===== config.mk =====
export PLATFORM = sky130hd
export DESIGN_NAME = game_over_ctrl
export DESIGN_NICKNAME = d
export VERILOG_FILES = /design/src/rtl/game_over_ctrl.sv
export SDC_FILE = /design/constraint.sdc
export NUM_CORES = 1
export LEC_CHECK = 0
export BUFFER_PORTS_ARGS = -buffer_cell sky130_fd_sc_hd__buf_4
export CAP_MARGIN = 0
export CORE_MARGIN = 4
export CORE_UTILIZATION = 59
export CTS_BUF_LIST = sky130_fd_sc_hd__clkbuf_16
export DETAILED_ROUTE_END_ITERATION = 12
export GPL_TIMING_DRIVEN = 0
export PLACE_DENSITY = 0.79
export SLEW_MARGIN = 0
export SYNTH_ARGS = -nofsm -noshare
export SYNTH_HDL_FRONTEND = slang
export SYNTH_SLANG_ARGS = --single-unit
export TNS_END_PERCENT = 1

===== constraint.sdc =====
create_clock -name clk -period 2.65 [get_ports clk]
set_clock_uncertainty 0.05 [all_clocks]
set_input_delay 0.265 -clock clk [delete_from_list [all_inputs] [get_ports clk]]
set_output_delay 0.265 -clock clk [all_outputs]
set_load 0.01 [all_outputs]

===== src/rtl/game_over_ctrl.sv =====
// game_over_ctrl: round controller for the Tom & Jerry game. It tracks the
// round timer, consecutive-frame collisions and cheese collected, decides the
// round outcome, and drives the 2-bit gameover code used by the overlay path.
//
// Ports:
//   clk          in   pixel clock
//   rst          in   synchronous active-high reset
//   reset        in   game restart pulse (returns to idle from any state)
//   start        in   round start pulse (only honoured in idle)
//   frame_tick   in   one-cycle pulse per frame (vblank start)
//   collision    in   Tom/Jerry overlap level, sampled on frame_tick only
//   cheese_eaten in   one-cycle pulse per cheese collected
//   gameover     out  00 playing/idle, 01 Tom wins, 10 Jerry wins, 11 draw
//   playing      out  high while a round is in progress
//   time_left    out  seconds remaining in the round
//   cheese_cnt   out  cheese collected this round
//
// Parameter ranges: ROUND_SECONDS 1..127, CATCH_FRAMES 1..15,
// CHEESE_TARGET 1..15, CLK_HZ >= 1.
module game_over_ctrl #(
  parameter int unsigned CLK_HZ        = 65_000_000,
  parameter int unsigned ROUND_SECONDS = 60,
  parameter int unsigned CATCH_FRAMES  = 4,
  parameter int unsigned CHEESE_TARGET = 5
) (
  input  logic       clk,
  input  logic       rst,
  input  logic       reset,
  input  logic       start,
  input  logic       frame_tick,
  input  logic       collision,
  input  logic       cheese_eaten,
  output logic [1:0] gameover,
  output logic       playing,
  output logic [6:0] time_left,
  output logic [3:0] cheese_cnt
);

  localparam int unsigned PW = (CLK_HZ > 1) ? $clog2(CLK_HZ) : 1;
  localparam int unsigned TW = 7;
  localparam int unsigned CW = 4;

  localparam logic [1:0] GO_NONE  = 2'b00;
  localparam logic [1:0] GO_TOM   = 2'b01;
  localparam logic [1:0] GO_JERRY = 2'b10;
  localparam logic [1:0] GO_DRAW  = 2'b11;

  localparam logic [PW-1:0] PRESC_LAST  = PW'(CLK_HZ - 1);
  localparam logic [TW-1:0] TIME_INIT   = TW'(ROUND_SECONDS);
  localparam logic [CW-1:0] CATCH_LIMIT = CW'(CATCH_FRAMES);
  localparam logic [CW-1:0] CHEESE_GOAL = CW'(CHEESE_TARGET);

  typedef enum logic [1:0] {
    ST_IDLE = 2'd0,
    ST_PLAY = 2'd1,
    ST_OVER = 2'd2
  } state_t;

  state_t        state_q, state_d;
  logic [PW-1:0] presc_q, presc_d;
  logic [CW-1:0] catch_q, catch_d;
  logic [TW-1:0] time_q, time_d;
  logic [CW-1:0] cheese_q, cheese_d;
  logic [1:0]    go_q, go_d;
  logic          playing_q, playing_d;

  // Per-cycle events, only meaningful while in PLAY.
  logic wrap;
  logic catch_evt;
  logic cheese_evt;
  logic timeout_evt;

  // Next-state and counter logic; events are judged on the values the
  // counters take at this edge, so the outcome registers on the same edge.
  always_comb begin
    state_d     = state_q;
    presc_d     = presc_q;
    catch_d     = catch_q;
    time_d      = time_q;
    cheese_d    = cheese_q;
    go_d        = go_q;
    playing_d   = playing_q;
    wrap        = 1'b0;
    catch_evt   = 1'b0;
    cheese_evt  = 1'b0;
    timeout_evt = 1'b0;

    unique case (state_q)
      ST_IDLE: begin
        if (start) begin
          state_d   = ST_PLAY;
          playing_d = 1'b1;
          presc_d   = '0;
          catch_d   = '0;
          cheese_d  = '0;
          time_d    = TIME_INIT;
          go_d      = GO_NONE;
        end
      end

      ST_PLAY: begin
        // One-second prescaler.
        wrap = (presc_q == PRESC_LAST);
        if (wrap) begin
          presc_d     = '0;
          time_d      = time_q - TW'(1);
          timeout_evt = (time_q == TW'(1));
        end else begin
          presc_d = presc_q + PW'(1);
        end

        // Consecutive collision frames, saturating at the catch threshold.
        if (frame_tick) begin
          if (collision) begin
            catch_d   = (catch_q == CATCH_LIMIT) ? catch_q : catch_q + CW'(1);
            catch_evt = (catch_d == CATCH_LIMIT);
          end else begin
            catch_d = '0;
          end
        end

        if (cheese_eaten) begin
          cheese_d   = cheese_q + CW'(1);
          cheese_evt = (cheese_d == CHEESE_GOAL);
        end

        if (catch_evt || cheese_evt || timeout_evt) begin
          state_d   = ST_OVER;
          playing_d = 1'b0;
          if (catch_evt && (cheese_evt || timeout_evt)) begin
            go_d = GO_DRAW;
          end else if (catch_evt) begin
            go_d = GO_TOM;
          end else begin
            go_d = GO_JERRY;
          end
        end
      end

      ST_OVER: begin
        playing_d = 1'b0;
      end

      default: begin
        state_d = ST_IDLE;
      end
    endcase

    // Game restart wins over start and over any event in the same cycle.
    if (reset) begin
      state_d   = ST_IDLE;
      presc_d   = '0;
      catch_d   = '0;
      time_d    = TIME_INIT;
      cheese_d  = '0;
      go_d      = GO_NONE;
      playing_d = 1'b0;
    end
  end

  // State and output registers.
  always_ff @(posedge clk) begin
    if (rst) begin
      state_q   <= ST_IDLE;
      presc_q   <= '0;
      catch_q   <= '0;
      time_q    <= TIME_INIT;
      cheese_q  <= '0;
      go_q      <= GO_NONE;
      playing_q <= 1'b0;
    end else begin
      state_q   <= state_d;
      presc_q   <= presc_d;
      catch_q   <= catch_d;
      time_q    <= time_d;
      cheese_q  <= cheese_d;
      go_q      <= go_d;
      playing_q <= playing_d;
    end
  end

  assign gameover   = go_q;
  assign playing    = playing_q;
  assign time_left  = time_q;
  assign cheese_cnt = cheese_q;

endmodule


==> results of run 1 <==
[layout by cell type (no fill, tap or decap), types with 2 or more instances in the layout]
cell | synthesis | layout
o21a_1 | 3 | 3
ha_1 | 11 | 11
nor3b_1 | 2 | 2
nor4_1 | 3 | 3
a22oi_1 | 2 | 2
nor3_1 | 4 | 4
nand2_1 | 24 | 24
or4_1 | 2 | 2
o211ai_1 | 4 | 4
o21ai_0 | 17 | 17
nand4_1 | 11 | 11
clkbuf_1 | 5 | 5
and4_1 | 3 | 3
nor2b_1 | 5 | 5
buf_4 | 1 | 21
a21oi_1 | 19 | 19
nand3_1 | 16 | 16
o31ai_1 | 3 | 3
clkbuf_16 | 0 | 5
and3_1 | 2 | 2
xor2_1 | 14 | 14
a31oi_1 | 5 | 5
nor2_1 | 38 | 38
dfxtp_1 | 46 | 46
or3_1 | 5 | 5
nor4b_1 | 2 | 2
buf_2 | 2 | 2
and2_1 | 3 | 3
xnor2_1 | 8 | 8
nand2b_1 | 3 | 3
inv_1 | 12 | 13
nand3b_1 | 2 | 2
[layout make-up]
type                       instances  area, sq um  share of cell area (%)
timing repair buffer              20          150                    5.36
tap                               50         62.6                    2.24
inverter                          12         45.0                    1.61
clock buffer                       5          125                    4.47
buffer                             8         36.3                    1.30
multi-input combinational        233         1450                    51.7
sequential                        46          921                    32.9
clock inverter                     3         12.5                   0.447
[worst max path at each step]
| stage | depth (start not counted) | slack, ns | to |
|---|---|---|---|
| after floorplan | 8 | 0.53 | presc_q[9] |
| after global placement | 8 | 0.27 | presc_q[15] |
| after detailed placement | 8 | 0.21 | presc_q[14] |
| after CTS | 8 | 0.21 | presc_q[15] |
| after global routing | 9 | 0.04 | time_left[5] |
| final | 8 | 0.23 | presc_q[16] |
[through the flow]
step / setup slack (ns) / cells
after floorplan: 0.532 / 299
after global placement: 0.268 / 369
after detailed placement: 0.213 / 369
after CTS: 0.208 / 377
after global routing: 0.0413 / 377
final: 0.228 / 377
[report_power, final]
part | switching, mW | total, mW | internal, mW
clock network | 0.251 | 0.592 | 0.341
logic | 0.0802 | 0.122 | 0.0418
registers | 0.00451 | 0.701 | 0.697
[kinds of logic after synthesis]
logic type,Yosys count,synth area share [%]
mux,1,0.460
flops,46,37.6
simple gates,135,29.0
fa+ha+maj,11,5.62
xor+xnor,22,7.87
compound gates,64,16.1
buf+inv,20,3.32
[metal layers]
metal / vias to the layer above / share of wire, %
met5: - / 0
met4: 0 / 1.3
met3: 8 / 6.6
met2: 72 / 44
met1: 1040 / 48
li1: 1126 / -
[state kept, by name (all words and copies together), names as in the netlist]
register / flops
cheese_cnt: 4
playing: 1
time_left: 7
state_q: 2
presc_q: 26
gameover: 2
catch_q: 4
[worst max-delay path: stages, from the launching register on]
cell     delay (ns)
dfxtp_1        0.35
inv_1          0.09
ha_1           0.27
mux2_2         0.39
nand3_1        0.15
or4_1          0.56
nand2_2        0.20
buf_4          0.20
nor2_1         0.05
==> qor.yml, run 1 <==
logic_synthesis:
  ys_ff_latch: 46
  yosys.cell_types.count: 53
  avgSynthCellArea_sq_um: 8.19
  synth_nets: 317
  syn_area_sq_um: 2450
  syn_inst: 299
  synth_edf_count: 0
  synth_area_leader_cell: "dfxtp_1"
  yosys-top-cells-area: "dfxtp_1 (38%), nor2_1 (5.8%), ha_1 (5.6%)"
  ys_seq_area_share_pct: 37.6
  ys.flop_type: "dfxtp_1"
  synth_most_common_cell: "dfxtp_1"
  yosysWarnings: 0
  synth_common_cells: "dfxtp_1 (46), nor2_1 (38), nand2_1 (24), a21oi_1 (19), o21ai_0 (17)"
  synth_top_area_share_pct: 37.6
  async_flop_share_pct: 0
route:
  viasPerCell: 5.96
  vias: 2246
  drt_first_pass_iters: 5
  wl_um: 5500
  drtAntennaViolNets: 0
  drt-initial-drc-count: 269
  drc_errors: 0
  post_drt_wl_per_cell_um: 14.6
grt:
  grt.busiest_layer: "met2"
  grt_use_total_pct: 23.4
  grt_pass1_wl_um: 9690
  grt_max_degree: 14
  antenna_found_initial: 0
  grt-ovfl-total: 0
  grt_util_met1_pct: 33.0
  first_global_vias: 2078
  grt.met3_usage_pct: 5.82
  grt_use_met2_pct: 35.1
power_and_ir_drop:
  leakagePower_nw: 0.986
  vdd_drop_max_mv: 0.386
  power_mw: 1.42
  powerDensity_nw_per_um2: 506
finish:
  diodes: 0
  area_delta_synth_final_pct: 14.3
  fin_nets: 344
  fin_util_pct: 70.0
  final_cell_area_sq_um: 2800
  drive_gt1_share_pct: 11.6
  fillers: 342
floorplanning:
  start_util_pct: 61.2
  die_area_sq_um: 5240
  fp.dieW_um: 72.4
  ios: 21
  fp.dieH_um: 72.4
  rows: 23
  core_area_sq_um: 4000
hold_path:
  hold_start: "cheese_eaten"
  holdPathStages: 3
  min_to: "cheese_cnt[2]"
  hold_path_class: "in -> reg"
timing:
  slew_headroom_pct: 59.9
  setup_viol: 0
  fmax_mhz: 413
  hold_viol: 0
  rsz0062_at_grt: "no"
  min_period_ns: 2.42
  finalSetupTns_ns: 0
  period_share_pct: 91.4
  slew_viol_final: 0
  worst_pin_slew_ns: 0.602
  holdWs_ns: 0.237
worst_setup_path:
  crit_path_start_kind: "register"
  path_class: "reg -> reg"
  timing.rr.start: "state_q[0]"
  reg2reg_depth: 8
  path_max_fanout: 10
  crit_start: "state_q[0]"
  regToRegSetupSlack_ns: 0.23
  worstPathArrival_ns: 2.55
  crit_required_ns: 2.78
  critPathCaptureType: "register"
  r2r-end: "presc_q[16]"
cts:
  cts_tree: "yes"
  h-tree-depth: 2
  cts_buffer_depth: 2
  clock-sinks: 46
  cts_hold_buf: 0
  cts_resized: 0
  path_clk_slew_ns: 0.06
  cts_made_buffers: 5
  clk_latency_ns: 0.28
  post-cts-setup-buffers: 0
  root_buffer: "clkbuf_16"
run:
  drv_cap: 0
placed_design:
  place_area_sq_um: 2660
  dpl.hpwl_um: 3890
  io_buffers: 20
  gp_congestion: 0.862
run_status:
  status: "finished clean"
Power figures use the tool's default switching activity.
==> inputs of run 2 (changes only) <==
CORE_UTILIZATION = 40   (was 59)
PLACE_DENSITY = unset   (was 0.79)
==> qor.yml, run 2 (same netlist as run 1, synthesis figures left out) <==
finish:
  drive_gt1_share_pct: 12.5  # +0.92 points
  stdcell_count: 402  # +6.6%
  area_delta_synth_final_pct: 17.1
  multi_input_area_sq_um: 1450  # +0.43%
  largest_reg_flops: 26  # unchanged
  fin_nets: 344  # unchanged
  final_common_cell: "dfxtp_1"
  diodes: 0  # unchanged
  fin_util_pct: 48.4  # -22 points
  seq_area_sq_um: 921  # unchanged
  regMostFlops: "presc_q"
  final_cell_area_sq_um: 2870  # +2.5%
  fillers: 583  # +70%
  layout_common_cells: "dfxtp_1 (46), nor2_1 (38), nand2_1 (24)"
route:
  wl_um: 5500  # about the same
  drc_errors: 0  # unchanged
  drt-initial-drc-count: 73  # -73%
  drtAntennaViolNets: 0  # unchanged
  vias: 2173  # -3.3%
  viasPerCell: 5.41  # -9.3%
  post_drt_wl_per_cell_um: 13.7  # -6.2%
  drt_first_pass_iters: 4  # -1
timing:
  hold_viol: 0  # unchanged
  finalSetupTns_ns: 0  # unchanged
  worst_slack_ns: 0.208  # -0.0199 ns
  slew_viol_final: 0  # unchanged
  fmax_mhz: 410  # -0.82%
  min_period_ns: 2.44  # +0.0199 ns
  rsz0062_at_grt: "no"
  slew_headroom_pct: 62.6  # +2.8 points
  holdWs_ns: 0.233  # -0.00383 ns
  period_share_pct: 92.1  # +0.75 points
  setup_viol: 0  # unchanged
  worst_pin_slew_ns: 0.558  # -0.0440 ns
run_status:
  status: "finished clean"
power_and_ir_drop:
  powerDensity_nw_per_um2: 537  # +6.2%
  vdd_drop_max_mv: 0.358  # -7.3%
  leakagePower_nw: 0.998  # +1.2%
  power_mw: 1.54  # +8.8%
worst_setup_path:
  timing.rr.start: "state_q[0]"
  path_class: "reg -> reg"
  crit_required_ns: 2.78  # about the same
  regToRegSetupSlack_ns: 0.21  # -0.02 ns
  worstPathArrival_ns: 2.58  # +0.03 ns
  r2r-end: "presc_q[10]"
  reg2reg_depth: 8  # unchanged
  crit_path_start_kind: "register"
  critPathCaptureType: "register"
  path_max_fanout: 10  # unchanged
grt:
  grt_use_total_pct: 15.2  # -8.1 points
  antenna_found_initial: 0  # unchanged
  grt-ovfl-total: 0  # unchanged
  grt_pass1_wl_um: 9250  # -4.5%
  first_global_vias: 1972  # -5.1%
  grt_max_degree: 16  # +2
placed_design:
  dp_cells: 394  # +6.8%
  pre_cts_slack_ns: 0.202  # -0.0106 ns
  io_buffers: 20  # unchanged
  gp_congestion: 0.823  # -4.5%
  place_area_sq_um: 2690  # +1.2%
  dpl.hpwl_um: 3960  # +1.6%
cts:
  cts_hold_buf: 0  # unchanged
  cts_made_buffers: 5  # unchanged
  clk_latency_ns: 0.29  # about the same
  clock-sinks: 46  # unchanged
  root_buffer: "clkbuf_16"
  post-cts-setup-buffers: 0  # unchanged
  cts_resized: 0  # unchanged
  cts_buffer_depth: 2  # unchanged
  cts_tree: "yes"
  path_clk_slew_ns: 0.07  # about the same
  h-tree-depth: 2  # unchanged
hold_path:
  holdPathStages: 3  # unchanged
  hold_start: "cheese_eaten"
  min_to: "cheese_cnt[2]"
  hold_path_class: "in -> reg"
floorplanning:
  ios: 21  # unchanged
  fp.dieH_um: 86.2  # +19%
  core_area_sq_um: 5920  # +48%
  die_area_sq_um: 7440  # +42%
  start_util_pct: 41.4  # -20 points
  fp.dieW_um: 86.2  # +19%
  rows: 28  # +22%
run:
  drv_cap: 0  # unchanged
-- run 2: routing by layer --
metal / track usage, % / up-vias / part of all wire (%)
met5: 0 / - / 0
met4: 3.40 / 0 / 1.0
met3: 3.52 / 4 / 4.3
met2: 24.3 / 29 / 45
met1: 21.0 / 1014 / 50
li1: - / 1126 / -
-- run 2: critical path, stage by stage (launching register included) --
cell and delay [ns]:
dfxtp_1 0.36, inv_1 0.09, ha_1 0.27, mux2_2 0.38
nand3_1 0.15, or4_1 0.56, nand2_2 0.21, buf_4 0.21
nor2_1 0.06
-- run 2: area by class of cell --
| cell class | count | share of cell area, % |
|---|---|---|
| inverters | 12 | 1.57 |
| well taps | 75 | 3.27 |
| flip-flops and latches | 46 | 32.1 |
| repair buffers | 20 | 5.24 |
| multi-input cells | 233 | 50.7 |
| clock buffers | 5 | 4.36 |
| plain buffers | 8 | 1.27 |
| clock inverters | 3 | 1.53 |
-- run 2: worst max path at each step --
| stage | end | cells past startpoint | slack, ns | from |
|---|---|---|---|---|
| after floorplan | presc_q[9] | 8 | 0.53 | state_q[0] |
| after global placement | presc_q[16] | 8 | 0.21 | state_q[0] |
| after detailed placement | presc_q[16] | 8 | 0.20 | state_q[0] |
| after CTS | presc_q[16] | 8 | 0.18 | state_q[0] |
| after global routing | presc_q[10] | 8 | 0.04 | state_q[0] |
| final | presc_q[10] | 8 | 0.21 | state_q[0] |
-- run 2: report_power, final --
part / leakage (nW) / switching [mW] / internal, mW
registers: 0.371 / 0.00450 / 0.697
logic: 0.543 / 0.0796 / 0.0416
clock network: 0.0842 / 0.272 / 0.447
==> inputs of run 3 (changes only) <==
BUFFER_PORTS_ARGS = -buffer_cell sky130_fd_sc_hd__buf_2   (was -buffer_cell sky130_fd_sc_hd__buf_4)
CORE_UTILIZATION = 59   (was 40)
MAX_ROUTING_LAYER = met4   (was unset)
PLACE_DENSITY = 0.79   (was unset)
==> qor.yml, run 3 (same netlist as run 1, synthesis figures left out) <==
finish:
  final_cell_area_sq_um: 2780  # -3.0%
  layout_common_cells: "dfxtp_1 (46), nor2_1 (38), nand2_1 (24)"
  fillers: 329  # -44%
  regMostFlops: "presc_q"
  final_common_cell: "dfxtp_1"
  multi_input_area_sq_um: 1450  # -0.43%
  drive_gt1_share_pct: 12.2  # -0.31 points
  diodes: 0  # unchanged
  stdcell_count: 377  # -6.2%
  largest_reg_flops: 26  # unchanged
  area_delta_synth_final_pct: 13.6
  fin_nets: 344  # unchanged
  seq_area_sq_um: 921  # unchanged
worst_setup_path:
  reg2reg_depth: 8  # unchanged
  slowest_stage: "or4_1"
  timing.rr.start: "state_q[0]"
  crit_family: "simple AND/OR/NAND/NOR gates"
  critPathCaptureType: "register"
  crit_required_ns: 2.78  # about the same
  cp.depth: 8  # unchanged
  crit_path_end: "presc_q[15]"
  crit_path_start_kind: "register"
  path_max_fanout: 10  # unchanged
  path_buf_inv: 2  # unchanged
  crit_start: "state_q[0]"
  regToRegSetupSlack_ns: 0.24  # +0.03 ns
  max_stage_delay_ns: 0.55  # about the same
  worstPathArrival_ns: 2.54  # -0.04 ns
  r2r-end: "presc_q[15]"
  path_class: "reg -> reg"
  crit_chain: "inv_1 > ha_1 > mux2_2 > nand3_1 > or4_1 > nand2_2 > buf_4 > nor2_1"
route:
  drt_first_pass_iters: 5  # +1
  wl_um: 5300  # -3.7%
  viasPerCell: 5.95  # +10%
  drc_errors: 0  # unchanged
  drt-initial-drc-count: 176  # +140%
  drtAntennaViolNets: 0  # unchanged
  post_drt_wl_per_cell_um: 14.1  # +2.7%
  vias: 2242  # +3.2%
cts:
  h-tree-depth: 2  # unchanged
  root_buffer: "clkbuf_16"
  clk_latency_ns: 0.29  # about the same
  cts_tree: "yes"
  path_clk_slew_ns: 0.06  # about the same
  clock-sinks: 46  # unchanged
  post-cts-setup-buffers: 0  # unchanged
  cts_buffer_depth: 2  # unchanged
  cts_resized: 0  # unchanged
  cts_made_buffers: 5  # unchanged
  cts_hold_buf: 0  # unchanged
floorplanning:
  fp.dieW_um: 72.4  # -16%
  ios: 21  # unchanged
  die_area_sq_um: 5240  # -29%
  start_util_pct: 61.2  # +20 points
  fp.dieH_um: 72.4  # -16%
  rows: 23  # -18%
  core_area_sq_um: 4000  # -32%
hold_path:
  hold_path_class: "in -> reg"
  holdPathStages: 3  # unchanged
grt:
  grt_use_total_pct: 21.5  # +6.3 points
  grt_max_degree: 16  # unchanged
  grt_pass1_wl_um: 8710  # -5.8%
  grt-ovfl-total: 0  # unchanged
  antenna_found_initial: 0  # unchanged
  first_global_vias: 1844  # -6.5%
timing:
  fmax_mhz: 415  # +1.3%
  worst_pin_slew_ns: 0.557  # -0.00118 ns
  hold_viol: 0  # unchanged
  worst_slack_ns: 0.239  # +0.0305 ns
  slew_viol_final: 0  # unchanged
  min_period_ns: 2.41  # -0.0305 ns
  period_share_pct: 91.0  # -1.2 points
  slew_headroom_pct: 62.6  # about the same
  finalSetupTns_ns: 0  # unchanged
  rsz0062_at_grt: "no"
  setup_viol: 0  # unchanged
placed_design:
  dp_cells: 369  # -6.3%
  place_area_sq_um: 2610  # -3.0%
  io_buffers: 20  # unchanged
  pre_cts_slack_ns: 0.230  # +0.0276 ns
  dpl.hpwl_um: 3800  # -4.0%
  gp_congestion: 0.875  # +6.3%
run_status:
  status: "finished clean"
power_and_ir_drop:
  leakagePower_nw: 0.979  # -2.0%
  vdd_drop_max_mv: 0.340  # -4.9%
  power_mw: 1.53  # -1.0%
  powerDensity_nw_per_um2: 548  # +2.1%
run:
  drv_cap: 0  # unchanged
==> run 3: cell types whose count changed in the layout (fill, tap and decap cells not counted), sizes merged <==
cell	previous run	this run
clkinv	1	0
inv	13	12
clkinvlp	0	2
==> run 3: area by class of cell <==
class / instances / area share [%]
repair buffers: 20 / 3.60
clock buffers: 5 / 4.50
multi-input cells: 233 / 52.0
flip-flops and latches: 46 / 33.1
plain buffers: 8 / 1.30
clock inverters: 3 / 1.62
inverters: 12 / 1.62
well taps: 50 / 2.25
==> run 3: stage by stage <==
step	util (%)	hold slack, ns
2_1_floorplan	-	0.367
3_3_place_gp	65.3	0.411
3_5_place_dp	65.3	0.419
4_1_cts	69.5	0.234
5_1_grt	69.5	0.254
6_report	69.5	0.240
==> run 3: metal layers <==
| metal | global-route usage, % | wire length, um | up-vias | share of wire (%) |
|---|---|---|---|---|
| met5 | - | 0 | - | 0 |
| li1 | - | - | 1127 | - |
| met4 | 4.92 | 50 | 0 | 0.94 |
| met2 | 31.0 | 2280 | 70 | 43 |
| met3 | 4.85 | 330 | 5 | 6.2 |
| met1 | 30.8 | 2640 | 1040 | 50 |
==> run 3: worst min-delay path by stage <==
stage,from,end,slack [ns]
floorplan,cheese_eaten,cheese_cnt[2],0.37
finish,reset,state_q[1],0.24
CTS,reset,state_q[1],0.23
global placement,presc_q[20],presc_q[20],0.41
global route,reset,state_q[1],0.25
detailed placement,playing,playing,0.42
==> run 3: worst reg2reg max path: stages, from the launching register on <==
cell,delay (ns)
dfxtp_1,0.36
inv_1,0.09
ha_1,0.27
mux2_2,0.38
nand3_1,0.15
or4_1,0.55
nand2_2,0.20
buf_4,0.21
nor2_1,0.06
==> run 3: power breakdown <==
group | internal [mW] | switching, mW
sequential | 0.697 | 0.00445
clock | 0.444 | 0.262
combinational | 0.0376 | 0.0795
total | 1.18 | 0.346
